===== src/rtl/llc_bus_responder_pkg.sv =====
// Shared LLC bus definitions: operation codes, snoop results, data source and responder states.
// snoop_from_addr turns a line offset into the modelled snoop outcome of the other caches.
package LLC_defs;

    typedef enum logic [2:0] {
        NOBUSOP    = 3'd0,
        READ       = 3'd1,
        WRITE      = 3'd2,
        INVALIDATE = 3'd3,
        RWIM       = 3'd4
    } busOperation;

    typedef enum logic [1:0] {
        NOHIT    = 2'd0,
        HIT      = 2'd1,
        HITM     = 2'd2,
        NORESULT = 2'd3
    } snoopResults;

    typedef enum logic [1:0] {
        SRC_NONE = 2'd0,
        SRC_MEM  = 2'd1,
        SRC_PEER = 2'd2
    } dataSource;

    typedef enum logic [1:0] {
        ST_IDLE  = 2'd0,
        ST_SNOOP = 2'd1,
        ST_MEM   = 2'd2,
        ST_RESP  = 2'd3
    } respState;

    function automatic snoopResults snoop_from_addr(input logic [1:0] offset);
        case (offset)
            2'b00:   return HIT;
            2'b01:   return HITM;
            default: return NOHIT;
        endcase
    endfunction

endpackage


===== src/rtl/llc_bus_latency.sv =====
// Loadable down-counter used to time memory accesses; done flags the final cycle (count of 1).
module llc_bus_latency #(
    parameter int W = 8
) (
    input  logic         clk,
    input  logic         rst,
    input  logic         load,
    input  logic         dec,
    input  logic [W-1:0] load_val,
    output logic [W-1:0] value,
    output logic         done
);

    logic [W-1:0] r_count;

    always_ff @(posedge clk or posedge rst) begin
        if (rst)
            r_count <= '0;
        else if (load)
            r_count <= load_val;
        else if (dec && (r_count != '0))
            r_count <= r_count - 1'b1;
    end

    assign value = r_count;
    assign done  = (r_count == W'(1));

endmodule


===== src/rtl/llc_bus_responder.sv =====
// Far-end responder of the LLC shared bus: snoops, models memory latency, returns a completion
// and keeps bus-traffic statistics.
module llc_bus_responder
    import LLC_defs::*;
#(
    parameter int MEM_LAT = 4,
    parameter int CNT_W   = 32
) (
    input  logic             clk,
    input  logic             rst,
    input  logic             req_valid,
    output logic             req_ready,
    input  busOperation      req_op,
    input  logic [31:0]      req_addr,
    output logic             resp_valid,
    input  logic             resp_ready,
    output busOperation      resp_op,
    output snoopResults      resp_snoop,
    output dataSource        resp_src,
    output logic             busy,
    input  logic             clr_stats,
    output logic [CNT_W-1:0] mem_reads,
    output logic [CNT_W-1:0] mem_writes,
    output logic [CNT_W-1:0] peer_xfers,
    output logic [CNT_W-1:0] invalidates
);

    respState          r_state, w_next;
    busOperation       r_op, r_resp_op;
    snoopResults       r_resp_snoop, w_snoop;
    dataSource         r_resp_src;
    logic [1:0]        r_offset;
    logic [CNT_W-1:0]  r_mem_reads, r_mem_writes, r_peer_xfers, r_invalidates;
    logic              w_lat_load, w_lat_dec, w_lat_done;
    logic [7:0]        w_lat_value;
    logic              w_is_rd, w_mem_path, w_peer_path, w_accept;
    logic              w_unused;

    assign w_unused    = ^{req_addr[31:2], w_lat_value};
    assign w_accept    = (r_state == ST_IDLE) && req_valid;
    assign w_snoop     = snoop_from_addr(r_offset);
    assign w_is_rd     = (r_op == READ) || (r_op == RWIM);
    assign w_peer_path = w_is_rd && (w_snoop == HITM);
    assign w_mem_path  = (r_op == WRITE) || (w_is_rd && (w_snoop != HITM));

    llc_bus_latency #(.W(8)) u_latency (
        .clk      (clk),
        .rst      (rst),
        .load     (w_lat_load),
        .dec      (w_lat_dec),
        .load_val (8'(MEM_LAT)),
        .value    (w_lat_value),
        .done     (w_lat_done)
    );

    always_ff @(posedge clk or posedge rst) begin
        if (rst)
            r_state <= ST_IDLE;
        else
            r_state <= w_next;
    end

    always_comb begin
        w_next     = r_state;
        w_lat_load = 1'b0;
        w_lat_dec  = 1'b0;
        case (r_state)
            ST_IDLE: begin
                // NOBUSOP is handshaken but dropped without leaving IDLE
                if (req_valid && (req_op != NOBUSOP))
                    w_next = ST_SNOOP;
            end
            ST_SNOOP: begin
                if (w_mem_path) begin
                    w_next     = ST_MEM;
                    w_lat_load = 1'b1;
                end else begin
                    w_next = ST_RESP;
                end
            end
            ST_MEM: begin
                w_lat_dec = 1'b1;
                if (w_lat_done)
                    w_next = ST_RESP;
            end
            ST_RESP: begin
                if (resp_ready)
                    w_next = ST_IDLE;
            end
            default: w_next = ST_IDLE;
        endcase
    end

    always_ff @(posedge clk or posedge rst) begin
        if (rst) begin
            r_op         <= NOBUSOP;
            r_offset     <= 2'b00;
            r_resp_op    <= NOBUSOP;
            r_resp_snoop <= NORESULT;
            r_resp_src   <= SRC_NONE;
        end else begin
            if (w_accept) begin
                r_op     <= req_op;
                r_offset <= req_addr[1:0];
            end
            // response fields change only here, so they hold between completions
            if (r_state == ST_SNOOP) begin
                r_resp_op    <= r_op;
                r_resp_snoop <= (r_op == WRITE) ? NORESULT : w_snoop;
                r_resp_src   <= w_mem_path ? SRC_MEM : (w_peer_path ? SRC_PEER : SRC_NONE);
            end
        end
    end

    always_ff @(posedge clk or posedge rst) begin
        if (rst) begin
            r_mem_reads   <= '0;
            r_mem_writes  <= '0;
            r_peer_xfers  <= '0;
            r_invalidates <= '0;
        end else if (clr_stats) begin
            r_mem_reads   <= '0;
            r_mem_writes  <= '0;
            r_peer_xfers  <= '0;
            r_invalidates <= '0;
        end else begin
            if ((r_state == ST_MEM) && w_lat_done && w_is_rd)
                r_mem_reads <= r_mem_reads + 1'b1;
            if ((r_state == ST_MEM) && w_lat_done && (r_op == WRITE))
                r_mem_writes <= r_mem_writes + 1'b1;
            if ((r_state == ST_SNOOP) && w_peer_path)
                r_peer_xfers <= r_peer_xfers + 1'b1;
            if ((r_state == ST_SNOOP) && (r_op == INVALIDATE))
                r_invalidates <= r_invalidates + 1'b1;
        end
    end

    assign req_ready   = (r_state == ST_IDLE);
    assign busy        = (r_state != ST_IDLE);
    assign resp_valid  = (r_state == ST_RESP);
    assign resp_op     = r_resp_op;
    assign resp_snoop  = r_resp_snoop;
    assign resp_src    = r_resp_src;
    assign mem_reads   = r_mem_reads;
    assign mem_writes  = r_mem_writes;
    assign peer_xfers  = r_peer_xfers;
    assign invalidates = r_invalidates;

endmodule


===== config.mk =====
export PLATFORM = sky130hd
export DESIGN_NAME = llc_bus_responder
export DESIGN_NICKNAME = d
export VERILOG_FILES = /design/src/rtl/llc_bus_responder_pkg.sv /design/src/rtl/llc_bus_latency.sv /design/src/rtl/llc_bus_responder.sv
export SDC_FILE = /design/constraint.sdc
export NUM_CORES = 1
export LEC_CHECK = 0
export BUFFER_PORTS_ARGS = -buffer_cell sky130_fd_sc_hd__buf_4
export CAP_MARGIN = 20
export CORE_ASPECT_RATIO = 1.75
export CORE_UTILIZATION = 35
export CTS_CLUSTER_DIAMETER = 40
export DETAILED_ROUTE_END_ITERATION = 7
export GPL_TIMING_DRIVEN = 0
export PLACE_DENSITY = 0.61
export SYNTH_ARGS = -nofsm -noshare
export SYNTH_HDL_FRONTEND = slang
export SYNTH_SLANG_ARGS = --single-unit

===== constraint.sdc =====
create_clock -name clk -period 5 [get_ports clk]
set_input_delay 0.25 -clock clk [delete_from_list [all_inputs] [get_ports clk]]
set_output_delay 0.25 -clock clk [all_outputs]
set_load 0.01 [all_outputs]

==> flow_summary.yaml, run 1 <==
clock_network:
  cts_made_buffers: 17
  clkTransAtPathRegs_ns: 0.06
  cts_num_sinks: 150
  cts_buffer_depth: 2
  cts_max_level: 4
  post_cts.repair.setup_buffers: 0
  cts_root_buffer: "clkbuf_16"
  clkLatencyLatePin_ns: 0.43
  cts_tree: "done"
  ctsResizeCount: 0
logic_synthesis:
  synthSimpleGateAreaFrac_pct: 27.7
  synthAdderAreaFrac_pct: 1.79
  ys_warn_count: 0
  syn_area_sq_um: 7670
  synth_xor_area_share_pct: 12.0
  synthArstFlopShare_pct: 100
  synth.area.top_cells: "dfrtp_1 (48%), xor2_1 (6.4%), nor2_1 (6.0%)"
  synth_top_family_by_area: "simple AND/OR/NAND/NOR gates"
  synth_top_area_cell: "dfrtp_1"
  avgSynthCellArea_sq_um: 9.74
  synth_fp_nets: 839
  synth_seq_cells: 150
  synth_mux_area_share_pct: 2.14
  ys_seq_area_share_pct: 48.9
  synth_edf_count: 0
  synth_compound_area_share_pct: 4.73
  syn_inst: 788
  synth_flop_cell: "dfrtp_1"
  yosysTopAreaCellShare_pct: 48.3
  synth_cell_types: 47
die:
  die_x_um: 114
  io_pins: 178
  die_area_sq_um: 22500
  core_sq_um: 21500
  row_count: 71
  die_h_um: 198
  start_util_pct: 35.7
placement:
  pre_cts_ws_ns: 1.88
  placed_area_sq_um: 9190
  dp_hpwl_um: 14800
  place.gp.congestion: 0.786
  port_buffers: 147
sta:
  clock-skew-final_ns: 0.00731
  holdWs_ns: 0.0636
  final-hold-violation-count: 0
  worst_pin_slew_ns: 1.01
  max_freq_mhz: 321
  slew_violations: 0
  worst_slack_ns: 1.88
  slew_headroom_pct: 32.1
  setup_violations: 0
  rsz0062_at_grt: "no"
  finalCriticalPeriod_ns: 3.12
  min_period_over_period_pct: 62.3
grt:
  grt_use_total_pct: 18.9
  grt_pass1_vias: 6396
  grt_pass1_wl_um: 33200
  grt_antenna_before_repair: 1
  grt-ovfl-total: 0
  grt_max_degree: 109
finish:
  drive_gt1_share_pct: 22.2
  seqCellArea_sq_um: 3760
  n_fill_cell: 2164
  final_util_pct: 45.6
  syn_to_final_growth_pct: 27.7
  layout.nets: 1009
  multi_input_area_sq_um: 3710
  fin_area_sq_um: 9800
setup_path:
  crit_fanout: 10
  critPathCaptureType: "flip-flop"
  crit_chain: "inv_1 > ha_1 > or4b_1 > buf_4 > nor4_2 > clkbuf_1 > nand4_1 > xor2_1 > nor2_1"
  r2r_slack_ns: 1.88
  path_buf_inv: 3
  cpLargestDelayFamily: "simple AND/OR/NAND/NOR gates"
  critPathKind: "flip-flop to flip-flop"
  cp.required_ns: 5.28
  cp.arrival_ns: 3.40
  cp_slowest_stage_delay_ns: 0.60
  critPathLaunchType: "flip-flop"
  cp_slowest_cell: "nor4_2"
run_status:
  status: "completed"
pwr:
  ir_drop_mv: 0.162
  p_leak_nw: 4.19
  p_per_area_nw_per_um2: 341
worst_hold_path:
  holdCritPathClass: "input port to flip-flop"
detailed_routing:
  routed_wl_um: 20500
  ant_nets: 0
  vias: 6428
  avgRoutedWirePerCell_um: 16.2
  drc: 0
  drt_first_iter_violations: 313
  dr.pass1.iters: 5
  viasPerCell: 5.09
run:
  maxCapViolCount: 0
## layout make-up
| cell class | instances | area share (%) |
|---|---|---|
| buffer | 32 | 1.40 |
| tap | 292 | 3.73 |
| sequential | 150 | 38.3 |
| antenna | 1 | 0.0255 |
| timing repair buffer | 151 | 11.7 |
| clock buffer | 22 | 4.84 |
| multi-input combinational | 588 | 37.9 |
| clock inverter | 9 | 1.28 |
| inverter | 18 | 0.766 |
## where the power goes
part	internal, mW	leakage (nW)	switching [mW]	total, mW
combinational	0.262	1.84	0.364	0.626
clock	0.819	0.292	0.509	1.33
sequential	1.31	2.06	0.0736	1.38
## metrics by stage
| step | std cells | setup TNS [ns] | power (mW) |
|---|---|---|---|
| after floorplan | 788 | 0 | 1.82 |
| after global placement | 1227 | -205.59 | 2.03 |
| after detailed placement | 1230 | 0 | 2.05 |
| after CTS | 1262 | 0 | 3.39 |
| after global routing | 1263 | 0 | 3.51 |
| final | 1263 | 0 | 3.34 |
## layer usage
| layer | part of all wire, % | track usage [%] |
|---|---|---|
| met5 | 0 | 0 |
| met4 | 2.3 | 8.90 |
| met3 | 3.4 | 3.21 |
| met2 | 54 | 33.7 |
| met1 | 41 | 21.6 |
## sequential cells by signal (all words and copies together), names as in the netlist
name / flops
resp_src: 2
mem_writes: 32
r_state: 2
resp_snoop: 2
mem_reads: 32
u_latency.value: 8
peer_xfers: 32
invalidates: 32
r_op: 3
r_offset: 2
resp_op: 3
## synthesized netlist by cell type, types with 12 or more instances
cell      instances
dfrtp_1         148
nor2_1          122
xor2_1           56
xnor2_1          49
nand2_1          46
nand3_1          45
nand4_1          44
a21oi_1          28
clkbuf_1         27
nor3_1           21
or3_1            21
o21ai_0          20
inv_1            18
nor4_1           14
and3_1           12
## worst paths after layout
kind / cells after the start / startpoint / end
setup / recovery: 9 / r_state[0]$_DFFE_PP0P_ / mem_writes[19]$_DFFE_PP0P_
hold / removal: 2 / req_addr[0] / r_offset[0]$_DFFE_PP0P_
setup reg to reg: 9 / r_state[0]$_DFFE_PP0P_ / mem_writes[19]$_DFFE_PP0P_
hold reg to reg: 2 / resp_snoop[1]$_DFFE_PP1P_ / resp_snoop[1]$_DFFE_PP1P_
max in group asynchronous: 4 / rst / mem_writes[22]$_DFFE_PP0P_
min in group asynchronous: 3 / rst / invalidates[26]$_DFFE_PP0P_
## cell families after synthesis
family / Yosys count
XOR/XNOR: 105
adder cells (fa/ha/maj): 11
AND/OR/NAND/NOR: 393
AO/OA/AOI/OAI: 64
flip-flops: 150
multiplexers: 15
buffers and inverters: 50
## placed cells by master (no fill, tap or decap), drive strengths merged, types with 2 or more instances in the layout
cell type,synthesis,final
nor3,26,26
nand4,44,44
nor2,122,122
and4,10,10
dfstp,2,2
a21oi,28,28
nor2b,8,8
or3,21,21
nor3b,3,3
or4,10,10
clkinvlp,0,2
o21ai,20,20
nand2,46,46
mux2i,4,4
and2,6,6
o21a,3,3
a21boi,2,2
o31ai,6,6
or4b,2,2
nand4b,2,2
and3,12,12
xnor2,49,49
clkbuf,27,49
mux2,11,11
ha,11,11
xor2,56,56
clkinv,0,4
nor4b,6,6
dfrtp,148,148
buf,5,155
nor4,21,21
inv,18,18
bufinv,0,3
nand3,46,46
or2,3,3
nand3b,2,2
## what timing repair did
action | CTS | global route
endpoints found under the setup margin | 0 | 0
hold buffers | 1 | 0
endpoints found under the hold margin | 42 | 0
Power figures use the tool's default switching activity.
==> inputs of run 2 (changes only) <==
--- a/config.mk
+++ b/config.mk
@@ -12,7 +12,7 @@
 export CTS_CLUSTER_DIAMETER = 40
 export DETAILED_ROUTE_END_ITERATION = 7
 export GPL_TIMING_DRIVEN = 0
-export PLACE_DENSITY = 0.61
+export PLACE_DENSITY = 0.63
 export SYNTH_ARGS = -nofsm -noshare
 export SYNTH_HDL_FRONTEND = slang
 export SYNTH_SLANG_ARGS = --single-unit
==> constraint.sdc (replaced) <==
create_clock -name clk -period 2.85 [get_ports clk]
set_input_delay 0.1425 -clock clk [delete_from_list [all_inputs] [get_ports clk]]
set_output_delay 0.1425 -clock clk [all_outputs]
set_load 0.01 [all_outputs]
==> run 2 against run 1 <==
  * Register-to-register slack got worse by 1.8 ns
  * Sequential power up 78%
  * First-iteration DRC count is 7.7% lower
  * Flip-flop and latch count unchanged
  * Combinational power is 87% higher
  * Hold slack better by 0.064 ns
  * Critical path type unchanged
  * Largest cell class is now multi-input gates
  * Highest routed layer unchanged
==> flow_summary.yaml, run 2 (synthesized netlist as in run 1, its figures left out) <==
run_status:
  status: "completed"
pwr:
  p_clk_share_pct: 41.2
  p_seq_share_pct: 39.8
  p_switching_mw: 1.75
  p_per_area_nw_per_um2: 611
  p_int_mw: 4.40
  p_sw_share_pct: 28.5
  comb_power_share_pct: 19.0
  ir_drop_mv: 0.340
  p_leak_nw: 4.34
setup_path:
  cp-startpoint: "r_state[0]$_DFFE_PP0P_"
  critPathLaunchType: "flip-flop"
  crit_fanout: 10
  cp.arrival_ns: 3.04
  r2r-end: "mem_writes[12]$_DFFE_PP0P_"
  r2r_slack_ns: 0.10
  cp.required_ns: 3.14
  critPathCaptureType: "flip-flop"
  worstRegToRegCells: 10
  reg2reg_from: "r_state[0]$_DFFE_PP0P_"
  critPathKind: "flip-flop to flip-flop"
clock_network:
  cts_made_buffers: 17
  cts_num_sinks: 150
  cts_root_buffer: "clkbuf_16"
  cts_tree: "done"
  clkTransAtPathRegs_ns: 0.06
  cts_buffer_depth: 2
  clkLatencyLatePin_ns: 0.44
  cts_max_level: 4
placement:
  placed_area_sq_um: 9240
  port_buffers: 147
  pre_cts_ws_ns: -0.312
  placed_cells: 1233
  dp_hpwl_um: 15000
  place.gp.congestion: 0.797
worst_hold_path:
  min_from: "clr_stats"
  holdCritPathClass: "input port to flip-flop"
  holdPathEnd: "peer_xfers[31]$_DFFE_PP0P_"
  holdPathStages: 3
detailed_routing:
  routed_wl_um: 20600
  viasPerCell: 5.07
  vias: 6474
  ant_nets: 0
  dr.pass1.iters: 4
  drt_first_iter_violations: 289
  drc: 0
  avgRoutedWirePerCell_um: 16.1
finish:
  stdcell_count: 1276
  layout.nets: 1022
  fin_area_sq_um: 10100
  mostFrequentLayoutCell: "buf_4"
  layout_common_cells: "buf_4 (153), dfrtp_1 (147), nor2_1 (122), xor2_1 (56), xnor2_1 (49)"
  drive_gt1_share_pct: 23.7
  syn_to_final_growth_pct: 31.3
  antenna_cells: 0
grt:
  grt_pass1_wl_um: 33000
  grt_max_degree: 41
  grt_use_total_pct: 18.8
  grt_antenna_before_repair: 0
  grt_pass1_vias: 6360
  grt-ovfl-total: 0
sta:
  holdWs_ns: 0.128
  slew_violations: 0
  worst_pin_slew_ns: 0.846
  clock-skew-final_ns: 0.00790
  final-hold-violation-count: 0
  max_freq_mhz: 364
  min_period_over_period_pct: 96.5
  worst_slack_ns: 0.100
  slew_headroom_pct: 43.1
  setup_violations: 0
  rsz0062_at_grt: "yes"
  finalCriticalPeriod_ns: 2.75
  tns_ns: 0
die:
  die_h_um: 198
  start_util_pct: 35.7
  io_pins: 178
  die_x_um: 114
  die_area_sq_um: 22500
  row_count: 71
  core_sq_um: 21500
run:
  maxCapViolCount: 0
[run 2: power by group through the flow]
stage	sequential, mW	combinational [mW]	clock (mW)
2_1_floorplan	2.46	0.740	0
3_3_place_gp	2.47	1.09	0
3_5_place_dp	2.48	1.13	0
4_1_cts	2.44	1.17	2.59
5_1_grt	2.47	1.31	2.67
6_report	2.45	1.17	2.54
[run 2: how the worst max path moves through the flow]
stage                                      end  depth (start not counted)
floorplan            mem_reads[29]$_DFFE_PP0P_                          8
global placement    mem_writes[17]$_DFFE_PP0P_                          9
detailed placement  mem_writes[19]$_DFFE_PP0P_                          9
CTS                 mem_writes[12]$_DFFE_PP0P_                         10
global route        mem_writes[12]$_DFFE_PP0P_                         10
finish              mem_writes[12]$_DFFE_PP0P_                         10
[run 2: worst max-delay path, cell delays in order, from the launching register on]
cell	delay, ns
dfrtp_2	0.44
inv_2	0.10
ha_4	0.17
or4b_1	0.48
buf_6	0.17
or4_1	0.50
buf_6	0.17
buf_6	0.15
nor3_4	0.20
xnor2_1	0.16
nor2_1	0.06
[run 2: per-stage QoR]
step           utilization, %  power (mW)
2_1_floorplan               -        3.20
3_3_place_gp             42.5        3.56
3_5_place_dp             43.0        3.60
4_1_cts                  46.5        6.20
5_1_grt                  46.9        6.44
6_report                 46.9        6.15
[run 2: cell type report]
type,count,area [sq um]
flip-flops and latches,150,3760
plain buffers,32,149
fillers,2124,11400
clock inverters,13,201
clock buffers,19,453
well taps,292,365
repair buffers,164,1300
inverters,18,71.3
multi-input cells,588,3780
[run 2: per-layer routing]
metal / GRT usage [%] / vias up / wire (um)
met4: 7.70 / 0 / 364
met1: 21.2 / 3201 / 8240
li1: - / 3128 / -
met5: 0 / - / 0
met2: 34.3 / 126 / 11300
met3: 3.64 / 19 / 664
[run 2: what timing repair did]
item                                   4_1_cts  5_1_grt
setup buffers                                1        4
endpoints found under the hold margin       21        0
gates cloned                                 0        0
resized for setup                            7        9
hold buffers                                 6        0
setup endpoints to repair                   23       20
pin swaps                                    2        1
